`src/rtl/pipeline_hazard_ctrl_if.sv`:
```
// Signal bundle between the hazard controller and the pipeline datapath.
// master = datapath side, slave = controller side.
interface pipeline_hazard_ctrl_if #(
  parameter int unsigned CNT_W = 16
) ();
  logic             fwd_en;
  logic [3:0]       src1;
  logic [3:0]       src2;
  logic             two_src;
  logic             id_valid;
  logic [3:0]       exe_dest;
  logic             exe_wb_en;
  logic             exe_mem_r_en;
  logic [3:0]       mem_dest;
  logic             mem_wb_en;
  logic             branch_taken;
  logic             mem_req;
  logic             mem_ready;
  logic             cnt_clr;
  logic             freeze_pc;
  logic             freeze_ifid;
  logic             flush_ifid;
  logic             freeze_idexe;
  logic             flush_idexe;
  logic             freeze_back;
  logic             mem_timeout;
  logic [CNT_W-1:0] stall_cnt;
  logic [CNT_W-1:0] flush_cnt;

  modport master (
    output fwd_en, src1, src2, two_src, id_valid, exe_dest, exe_wb_en, exe_mem_r_en,
           mem_dest, mem_wb_en, branch_taken, mem_req, mem_ready, cnt_clr,
    input  freeze_pc, freeze_ifid, flush_ifid, freeze_idexe, flush_idexe, freeze_back,
           mem_timeout, stall_cnt, flush_cnt
  );

  modport slave (
    input  fwd_en, src1, src2, two_src, id_valid, exe_dest, exe_wb_en, exe_mem_r_en,
           mem_dest, mem_wb_en, branch_taken, mem_req, mem_ready, cnt_clr,
    output freeze_pc, freeze_ifid, flush_ifid, freeze_idexe, flush_idexe, freeze_back,
           mem_timeout, stall_cnt, flush_cnt
  );
endinterface

```
`src/rtl/pipeline_hazard_ctrl.sv`:
```
// Freeze/flush sequencer for the 5-stage pipeline: RAW bubbles, branch flushes,
// data-memory wait freezes with timeout, plus saturating stall/flush counters.
module pipeline_hazard_ctrl #(
  parameter int unsigned MAX_WAIT = 256,
  parameter int unsigned CNT_W    = 16
) (
  input logic                    clk,
  input logic                    rst_n,
  pipeline_hazard_ctrl_if.slave  bus
);

  localparam int unsigned WAIT_W = $clog2(MAX_WAIT);
  localparam logic [WAIT_W-1:0] WAIT_LAST = WAIT_W'(MAX_WAIT - 1);
  localparam logic [CNT_W-1:0]  CNT_MAX   = {CNT_W{1'b1}};

  typedef enum logic [0:0] {RUN, MEM_WAIT} state_e;

  state_e            state_q, state_d;
  logic [WAIT_W-1:0] wait_ctr_q, wait_ctr_d;
  logic              timeout_q, timeout_d;
  logic [CNT_W-1:0]  stall_q, stall_d;
  logic [CNT_W-1:0]  flush_q, flush_d;

  logic s1_exe, s2_exe, s1_mem, s2_mem;
  logic raw_hz, timeout_now, mem_stall;
  logic frz_pc, frz_ifid, fl_ifid, frz_idexe, fl_idexe, frz_back, br_flush;

  assign s1_exe = (bus.src1 == bus.exe_dest);
  assign s2_exe = (bus.src2 == bus.exe_dest);
  assign s1_mem = (bus.src1 == bus.mem_dest);
  assign s2_mem = (bus.src2 == bus.mem_dest);

  // With forwarding only a load in EXE cannot be bypassed in time.
  always_comb begin
    raw_hz = 1'b0;
    if (bus.id_valid) begin
      if (bus.fwd_en) begin
        raw_hz = bus.exe_mem_r_en & (s1_exe | (bus.two_src & s2_exe));
      end else begin
        raw_hz = (s1_exe & bus.exe_wb_en) | (s1_mem & bus.mem_wb_en) |
                 (bus.two_src & ((s2_exe & bus.exe_wb_en) | (s2_mem & bus.mem_wb_en)));
      end
    end
  end

  assign timeout_now = (state_q == MEM_WAIT) && (wait_ctr_q == WAIT_LAST);
  assign mem_stall   = bus.mem_req & ~bus.mem_ready & ~timeout_now;

  always_comb begin
    state_d    = state_q;
    wait_ctr_d = wait_ctr_q;
    timeout_d  = timeout_q;
    frz_pc     = 1'b0;
    frz_ifid   = 1'b0;
    fl_ifid    = 1'b0;
    frz_idexe  = 1'b0;
    fl_idexe   = 1'b0;
    frz_back   = 1'b0;
    br_flush   = 1'b0;
    unique case (state_q)
      RUN: begin
        if (mem_stall) begin
          {frz_pc, frz_ifid, frz_idexe, frz_back} = 4'b1111;
          state_d    = MEM_WAIT;
          wait_ctr_d = WAIT_W'(1);
        end else if (bus.branch_taken) begin
          fl_ifid  = 1'b1;
          fl_idexe = 1'b1;
          br_flush = 1'b1;
        end else if (raw_hz) begin
          frz_pc   = 1'b1;
          frz_ifid = 1'b1;
          fl_idexe = 1'b1;
        end
      end
      MEM_WAIT: begin
        // EXE is frozen here, so a pending branch is re-seen once back in RUN.
        if (bus.mem_ready) begin
          state_d    = RUN;
          wait_ctr_d = '0;
        end else if (timeout_now) begin
          state_d    = RUN;
          wait_ctr_d = '0;
          timeout_d  = 1'b1;
        end else begin
          {frz_pc, frz_ifid, frz_idexe, frz_back} = 4'b1111;
          wait_ctr_d = wait_ctr_q + WAIT_W'(1);
        end
      end
      default: state_d = RUN;
    endcase

    stall_d = stall_q;
    flush_d = flush_q;
    if (bus.cnt_clr) begin
      stall_d = '0;
      flush_d = '0;
    end else begin
      if (frz_pc && stall_q != CNT_MAX) stall_d = stall_q + CNT_W'(1);
      if (br_flush && flush_q != CNT_MAX) flush_d = flush_q + CNT_W'(1);
    end
  end

  always_ff @(posedge clk or negedge rst_n) begin
    if (!rst_n) begin
      state_q    <= RUN;
      wait_ctr_q <= '0;
      timeout_q  <= 1'b0;
      stall_q    <= '0;
      flush_q    <= '0;
    end else begin
      state_q    <= state_d;
      wait_ctr_q <= wait_ctr_d;
      timeout_q  <= timeout_d;
      stall_q    <= stall_d;
      flush_q    <= flush_d;
    end
  end

  // Controls are gated by reset so freezes drop the moment reset asserts.
  assign bus.freeze_pc    = rst_n & frz_pc;
  assign bus.freeze_ifid  = rst_n & frz_ifid;
  assign bus.flush_ifid   = rst_n & fl_ifid;
  assign bus.freeze_idexe = rst_n & frz_idexe;
  assign bus.flush_idexe  = rst_n & fl_idexe;
  assign bus.freeze_back  = rst_n & frz_back;
  assign bus.mem_timeout  = timeout_q;
  assign bus.stall_cnt    = stall_q;
  assign bus.flush_cnt    = flush_q;

endmodule
```
`src/flat_wrapper.sv`:
```
// flat-port wrapper written by rule: the top's interface ports become plain ports
module pipeline_hazard_ctrl_flat 
#(
  parameter int unsigned MAX_WAIT = 256,
  parameter int unsigned CNT_W    = 16
)
  (clk, rst_n, bus_fwd_en, bus_src1, bus_src2, bus_two_src, bus_id_valid, bus_exe_dest, bus_exe_wb_en, bus_exe_mem_r_en, bus_mem_dest, bus_mem_wb_en, bus_branch_taken, bus_mem_req, bus_mem_ready, bus_cnt_clr, bus_freeze_pc, bus_freeze_ifid, bus_flush_ifid, bus_freeze_idexe, bus_flush_idexe, bus_freeze_back, bus_mem_timeout, bus_stall_cnt, bus_flush_cnt);
  pipeline_hazard_ctrl_if #(.CNT_W(CNT_W)) bus_i ();
  input logic clk;
  input logic rst_n;
  input wire logic [$bits(bus_i.fwd_en)-1:0] bus_fwd_en;
  input wire logic [$bits(bus_i.src1)-1:0] bus_src1;
  input wire logic [$bits(bus_i.src2)-1:0] bus_src2;
  input wire logic [$bits(bus_i.two_src)-1:0] bus_two_src;
  input wire logic [$bits(bus_i.id_valid)-1:0] bus_id_valid;
  input wire logic [$bits(bus_i.exe_dest)-1:0] bus_exe_dest;
  input wire logic [$bits(bus_i.exe_wb_en)-1:0] bus_exe_wb_en;
  input wire logic [$bits(bus_i.exe_mem_r_en)-1:0] bus_exe_mem_r_en;
  input wire logic [$bits(bus_i.mem_dest)-1:0] bus_mem_dest;
  input wire logic [$bits(bus_i.mem_wb_en)-1:0] bus_mem_wb_en;
  input wire logic [$bits(bus_i.branch_taken)-1:0] bus_branch_taken;
  input wire logic [$bits(bus_i.mem_req)-1:0] bus_mem_req;
  input wire logic [$bits(bus_i.mem_ready)-1:0] bus_mem_ready;
  input wire logic [$bits(bus_i.cnt_clr)-1:0] bus_cnt_clr;
  output wire logic [$bits(bus_i.freeze_pc)-1:0] bus_freeze_pc;
  output wire logic [$bits(bus_i.freeze_ifid)-1:0] bus_freeze_ifid;
  output wire logic [$bits(bus_i.flush_ifid)-1:0] bus_flush_ifid;
  output wire logic [$bits(bus_i.freeze_idexe)-1:0] bus_freeze_idexe;
  output wire logic [$bits(bus_i.flush_idexe)-1:0] bus_flush_idexe;
  output wire logic [$bits(bus_i.freeze_back)-1:0] bus_freeze_back;
  output wire logic [$bits(bus_i.mem_timeout)-1:0] bus_mem_timeout;
  output wire logic [$bits(bus_i.stall_cnt)-1:0] bus_stall_cnt;
  output wire logic [$bits(bus_i.flush_cnt)-1:0] bus_flush_cnt;
  assign bus_i.fwd_en = bus_fwd_en;
  assign bus_i.src1 = bus_src1;
  assign bus_i.src2 = bus_src2;
  assign bus_i.two_src = bus_two_src;
  assign bus_i.id_valid = bus_id_valid;
  assign bus_i.exe_dest = bus_exe_dest;
  assign bus_i.exe_wb_en = bus_exe_wb_en;
  assign bus_i.exe_mem_r_en = bus_exe_mem_r_en;
  assign bus_i.mem_dest = bus_mem_dest;
  assign bus_i.mem_wb_en = bus_mem_wb_en;
  assign bus_i.branch_taken = bus_branch_taken;
  assign bus_i.mem_req = bus_mem_req;
  assign bus_i.mem_ready = bus_mem_ready;
  assign bus_i.cnt_clr = bus_cnt_clr;
  assign bus_freeze_pc = bus_i.freeze_pc;
  assign bus_freeze_ifid = bus_i.freeze_ifid;
  assign bus_flush_ifid = bus_i.flush_ifid;
  assign bus_freeze_idexe = bus_i.freeze_idexe;
  assign bus_flush_idexe = bus_i.flush_idexe;
  assign bus_freeze_back = bus_i.freeze_back;
  assign bus_mem_timeout = bus_i.mem_timeout;
  assign bus_stall_cnt = bus_i.stall_cnt;
  assign bus_flush_cnt = bus_i.flush_cnt;
  pipeline_hazard_ctrl #(.MAX_WAIT(MAX_WAIT), .CNT_W(CNT_W)) u_core (.clk(clk), .rst_n(rst_n), .bus(bus_i));
endmodule
```
`config.mk`:
```
export PLATFORM = sky130hd
export DESIGN_NAME = pipeline_hazard_ctrl_flat
export DESIGN_NICKNAME = d
export VERILOG_FILES = /design/src/rtl/pipeline_hazard_ctrl_if.sv /design/src/rtl/pipeline_hazard_ctrl.sv /design/src/flat_wrapper.sv
export SDC_FILE = /design/constraint.sdc
export NUM_CORES = 1
export LEC_CHECK = 0
export CAP_MARGIN = 20
export CORE_MARGIN = 3
export CORE_UTILIZATION = 53
export DETAILED_ROUTE_END_ITERATION = 8
export HOLD_SLACK_MARGIN = 0.02
export PLACE_DENSITY_LB_ADDON = 0.15
export SYNTH_ARGS = -nofsm -noshare
export SYNTH_HDL_FRONTEND = slang
export SYNTH_SLANG_ARGS = --single-unit
```
`constraint.sdc`:
```
create_clock -name clk -period 4.17 [get_ports clk]
set_input_delay 0.834 -clock clk [delete_from_list [all_inputs] [get_ports clk]]
set_output_delay 0.834 -clock clk [all_outputs]
set_load 0.03 [all_outputs]
```
# Word-level counts from Yosys, hierarchy flattened
# Cells that the tools add are included.
[op_classes] n_addsub=3 n_eq_ne=8 bitwise=20 reduce_logical=6 n_mux=24
[ops] op="$mux 16" n=4
[ops] op="$add 16x1->16 const B" n=2
[ops] op="$ne 16x16->1 const B" n=2
[ops] op="$mux 8" n=3
[ops] op="$eq 4x4->1" n=4
[ops] op="$pmux 8 s2" n=1
[ops] op="$mux 1" n=14
[ops] op="$and 1x1->1" n=13
[ops] op="$add 8x1->8 const B" n=1
[ops] op="$eq 8x8->1 const B" n=1
[ops] op="$or 1x1->1" n=4
[ops] op="$pmux 1 s2" n=2
[ops] op="$reduce_bool 2->1" n=2
[ops] op="$logic_and 1x1->1" n=3
[ops] op="$not 1->1" n=3
[ops] op="$reduce_and 3->1" n=1
[ops] op="$ne 2x1->1 const B" n=1
[word_totals] in_bits=28 ff_bits=42 wordCells=66 out_inout_bits=39

# Depth between registers and ports, before layout
[depth] depth_word=14 depth_mapped=9 ltp_nobuf=8

# Least setup slack after synthesis
# Ideal clock, no wire load.
[synth_path] path_type="input-to-output" from="input bus_src1[1]" to="output bus_freeze_pc" arrival_time_ns=2.758 required_ns=3.336 stages=6 path_slack_ns=0.578 n_path_buf=1 path_cell_list="xor2_1 -> nor4_2 -> o2bb2ai_2 -> o311ai_4 -> a21boi_0 -> buf_4"
[synth_between] elab_chain_cells=11 word_cells_on_any_way=15 classes_between="eq/ne (2); mux (6); bitwise (7)"
[synth_lines] item="from (decl)" line="flat_wrapper.sv:12" rtl="input wire logic [$bits(bus_i.src1)-1:0] bus_src1;"
[synth_lines] item="$eq 4x4->1 (on tied branches)" line="pipeline_hazard_ctrl.sv:28, pipeline_hazard_ctrl.sv:30"
[synth_lines] item="$and 1x1->1" line="pipeline_hazard_ctrl.sv:40" rtl="raw_hz = (s1_exe & bus.exe_wb_en) | (s1_mem & bus.mem_wb_en) |"
[synth_lines] item="$or 1x1->1 (2 in a row)" line="pipeline_hazard_ctrl.sv:40"
[synth_lines] item="$mux 1 *" line="pipeline_hazard_ctrl.sv:37" rtl="if (bus.fwd_en) begin"
[synth_lines] item="$mux 1 *" line="pipeline_hazard_ctrl.sv:36" rtl="if (bus.id_valid) begin"
[synth_lines] item="$mux 1 * (3 in a row)"
[synth_lines] item="$pmux 1 s2 *"
[synth_lines] item="$and 1x1->1 *"
[synth_lines] item="to (decl)" line="flat_wrapper.sv:25" rtl="output wire logic [$bits(bus_i.freeze_pc)-1:0] bus_freeze_pc;"
# Every way passes the cells marked *; elsewhere a longest branch is shown, timed or not.

# Final worst setup path
[layout_path] from="input bus_src1[1]" to="output bus_freeze_ifid"
[layout_between] elab_chain_cells=11 word_cells_on_any_way=15 classes_between="eq/ne (2); mux (6); bitwise (7)"
[layout_lines] item="$eq 4x4->1 (on tied branches)" line="pipeline_hazard_ctrl.sv:28, pipeline_hazard_ctrl.sv:30"
[layout_lines] item="$and 1x1->1" line="pipeline_hazard_ctrl.sv:40"
[layout_lines] item="$or 1x1->1 (2 in a row)" line="pipeline_hazard_ctrl.sv:40"
[layout_lines] item="$mux 1 *" line="pipeline_hazard_ctrl.sv:37"
[layout_lines] item="$mux 1 *" line="pipeline_hazard_ctrl.sv:36"
[layout_lines] item="$mux 1 *" line="pipeline_hazard_ctrl.sv:70" rtl="end else if (raw_hz) begin"
[layout_lines] item="$mux 1 *" line="pipeline_hazard_ctrl.sv:66" rtl="end else if (bus.branch_taken) begin"
[layout_lines] item="$mux 1 *" line="pipeline_hazard_ctrl.sv:62" rtl="if (mem_stall) begin"
[layout_lines] item="$pmux 1 s2 *" line="pipeline_hazard_ctrl.sv:60" rtl="unique case (state_q)"
[layout_lines] item="$and 1x1->1 *" line="pipeline_hazard_ctrl.sv:122" rtl="assign bus.freeze_ifid = rst_n & frz_ifid;"
[layout_lines] item="to (decl)" line="flat_wrapper.sv:26" rtl="output wire logic [$bits(bus_i.freeze_ifid)-1:0] bus_freeze_ifid;"
# Marked as above.

==> results.toml <==
[yosys]
ys_seq_elements = 42
synthAdderAreaFrac_pct = 1.48
synth_top_family_by_area = "simple AND/OR/NAND/NOR gates"
synth-compound-area-share_pct = 15.0
synthXorXnorAreaFrac_pct = 13.1
synth-simple-area-share_pct = 23.2
syn-num-nets = 292
synthCells = 261
seq_area_frac_synth_pct = 41.5
synth_area_leader_cell = "dfrtp_1"
synthArstFlopShare_pct = 100
synth_warnings = 0
synth_edf_count = 0
yosysTopAreaCellShare_pct = 41.5
avgSynthCellArea_um2 = 9.70
ys.flop_type = "dfrtp_1"
synth_mux_area_share_pct = 2.47
synth_cell_types = 46
synth.area.top_cells = "dfrtp_1, xnor2_1, xor2_1"
syn-cell-area_um2 = 2530

[timing]
rsz0062_at_grt = "no"
tns_ns = 0
tightest_slew_ns = 0.656
slew_headroom_pct = 56.1
period_share_pct = 93.0
drv_slew = 0
finalHoldViolations = 0
fin_crit_ns = 3.88
fmax_mhz = 258
setup_viol = 0
skew_ns = 0.00948
setup_slack_ns = 0.292

[setup_path]
r2r_cells = 8
cp_cell_sequence = "clkdlybuf4s50_1, xor2_1, nor4_2, o2bb2ai_2, o311ai_4, a21boi_0, clkdlybuf4s50_1"
critPathMaxStageDelay_ns = 0.72
critPathSlowestCell = "clkdlybuf4s50_1"
path_max_fanout = 2
critPathArrivalTime_ns = 3.04
crit_family = "buffers and inverters"
start_kind = "input pin"
path_buf_inv = 2
r2r_start = "u_core.wait_ctr_q[0]"
crit_top_cell = "clkdlybuf4s50_1"
r2r_end = "u_core.bus.stall_cnt[12]"
crit_required_ns = 3.34
crit_type = "in2out"
rrSetupSlack_ns = 1.75
worstSetupEndpointType = "output port"

[clock_network]
cts_made_buffers = 5
tritoncts = "built"
clk_pin_slew_ns = 0.09
cts_setup_buffers = 0
insertion_delay_ns = 0.29
cts_buffer_depth = 2
cts_max_level = 2
cts_root_buf = "clkbuf_8"
ctsResizeCount = 0
hold_buffers = 0
cts.sink_count = 42

[run]
maxCapViolations = 0

[finish]
fin_util_pct = 75.0
n_fill_cell = 336
syn_to_final_growth_pct = 32.5
diodes = 0
drive_above_1_share_pct = 11.2
seq_area_um2 = 1050
final_area_um2 = 3350
final_nets = 361
multi_input_area_um2 = 1400

[power_and_ir_drop]
power_uw = 875
power_density_nw_per_um2 = 261
irDropWorstVdd_uv = 159
leakagePower_nw = 1.35

[global_routing]
antenna_found_initial = 0
grt_first_pass_wirelength_mm = 9.43
grt_pass1_vias = 2120
gr-total-overflow = 0
grt_usage_pct = 21.6
grt_max_degree = 20

[floorplanning]
initial_core_util_pct = 56.6
die_w_um = 75.1
core_um2 = 4470
pin_count = 67
fp.dieArea_um2 = 5640
fp-row-count = 24
die_h_um = 75.1

[drt]
drt_iter0_markers = 103
route.detailed.drc = 0
via_count = 2188
detail_route.wl_per_cell_um = 14.9
routed_wl_mm = 5.70
drt-vias-per-instance = 5.71
postRouteAntennaNets = 0
first_pass_iters = 4

[placed_design]
gp_congestion = 0.820
pre_cts_slack_ns = 0.275
portBuffers = 66
place_hpwl_mm = 4.33
placed_cell_area_um2 = 3240

[run_status]
status = "complete, no violations"

[hold_path]
min_path_type = "in2async"
## per-layer routing
| layer | vias up | global-route usage [%] | part of all wire (%) |
|---|---|---|---|
| met4 | 0 | 7.11 | 1.3 |
| met5 | - | 0 | 0 |
| met3 | 9 | 4.01 | 4.1 |
| li1 | 1058 | - | - |
| met1 | 1057 | 28.5 | 46 |
| met2 | 64 | 35.8 | 49 |
## power by group
part | total, mW | internal [mW] | leakage [nW] | switching (mW)
registers | 0.424 | 0.414 | 0.580 | 0.00922
clock network | 0.319 | 0.179 | 0.0514 | 0.140
logic | 0.133 | 0.0617 | 0.717 | 0.0709
## placed cells by master (no fill, tap or decap), types with 2 or more instances in the layout
master	n
buf_4	6
xnor2_1	20
and3_1	7
nand3b_1	4
nand4_1	9
mux2_2	2
xor2_1	18
o21ai_0	10
dfrtp_1	42
nor3_1	2
a21bo_2	3
o31ai_1	2
nor2_1	40
and4_1	2
ha_1	3
clkdlybuf4s50_1	65
a211oi_1	4
mux2i_1	4
nand2b_1	3
nand2_1	14
and4_2	2
a21oi_1	10
o311ai_4	2
a2111oi_2	2
inv_1	7
nor4_2	3
nand3_1	16
a31o_2	2
nor2b_1	4
clkbuf_8	5
## cell type report
| class | count | share of cell area (%) |
|---|---|---|
| sequential | 42 | 31.3 |
| clock inverter | 2 | 1.12 |
| tap | 52 | 1.94 |
| inverter | 7 | 0.783 |
| multi-input combinational | 202 | 41.8 |
| timing repair buffer | 72 | 20.9 |
| clock buffer | 6 | 2.16 |
## per-stage QoR
stage	hold WS [ns]	cells
after detailed placement	0.455	375
after CTS	0.444	383
after floorplan	0.454	261
final	0.440	383
after global placement	0.451	375
after global routing	0.459	383
## cells by family (layout without fill, tap and decap cells)
family                     count (synthesis)  count (layout)
buffers and inverters                     17              87
muxes                                      6               6
DFF                                       42              42
AOI/OAI and AO/OA                         44              44
and+or+nand+nor                          111             111
adders and majority gates                  3               3
xor gates and xnor gates                  38              38
## Yosys cell counts, types with 5 or more instances
| cell | number |
|---|---|
| xnor2_1 | 20 |
| nor2_1 | 40 |
| dfrtp_1 | 42 |
| and3_1 | 7 |
| nand2_1 | 14 |
| a21oi_1 | 10 |
| o21ai_0 | 10 |
| nand3_1 | 16 |
| inv_1 | 7 |
| xor2_1 | 18 |
| nand4_1 | 9 |
| clkbuf_1 | 5 |
## how the worst max path moves through the flow
stage                            to            start  slack, ns  depth (start not counted)
floorplan             bus_freeze_pc      bus_src1[1]       0.58                          6
global placement      bus_freeze_pc      bus_src1[1]       0.30                          7
detailed placement  bus_freeze_ifid  bus_exe_dest[0]       0.28                          6
CTS                 bus_freeze_ifid  bus_exe_dest[0]       0.27                          6
global route          bus_freeze_pc  bus_exe_dest[0]       0.16                          6
finish              bus_freeze_ifid      bus_src1[1]       0.29                          7
## sequential cells by signal, indices dropped and copies added (netlist names)
register / cells
u_core.bus.flush_cnt: 16
u_core.state_q: 1
u_core.wait_ctr_q: 8
u_core.bus.stall_cnt: 16
u_core.bus.mem_timeout: 1
Power figures use the tool's default switching activity.
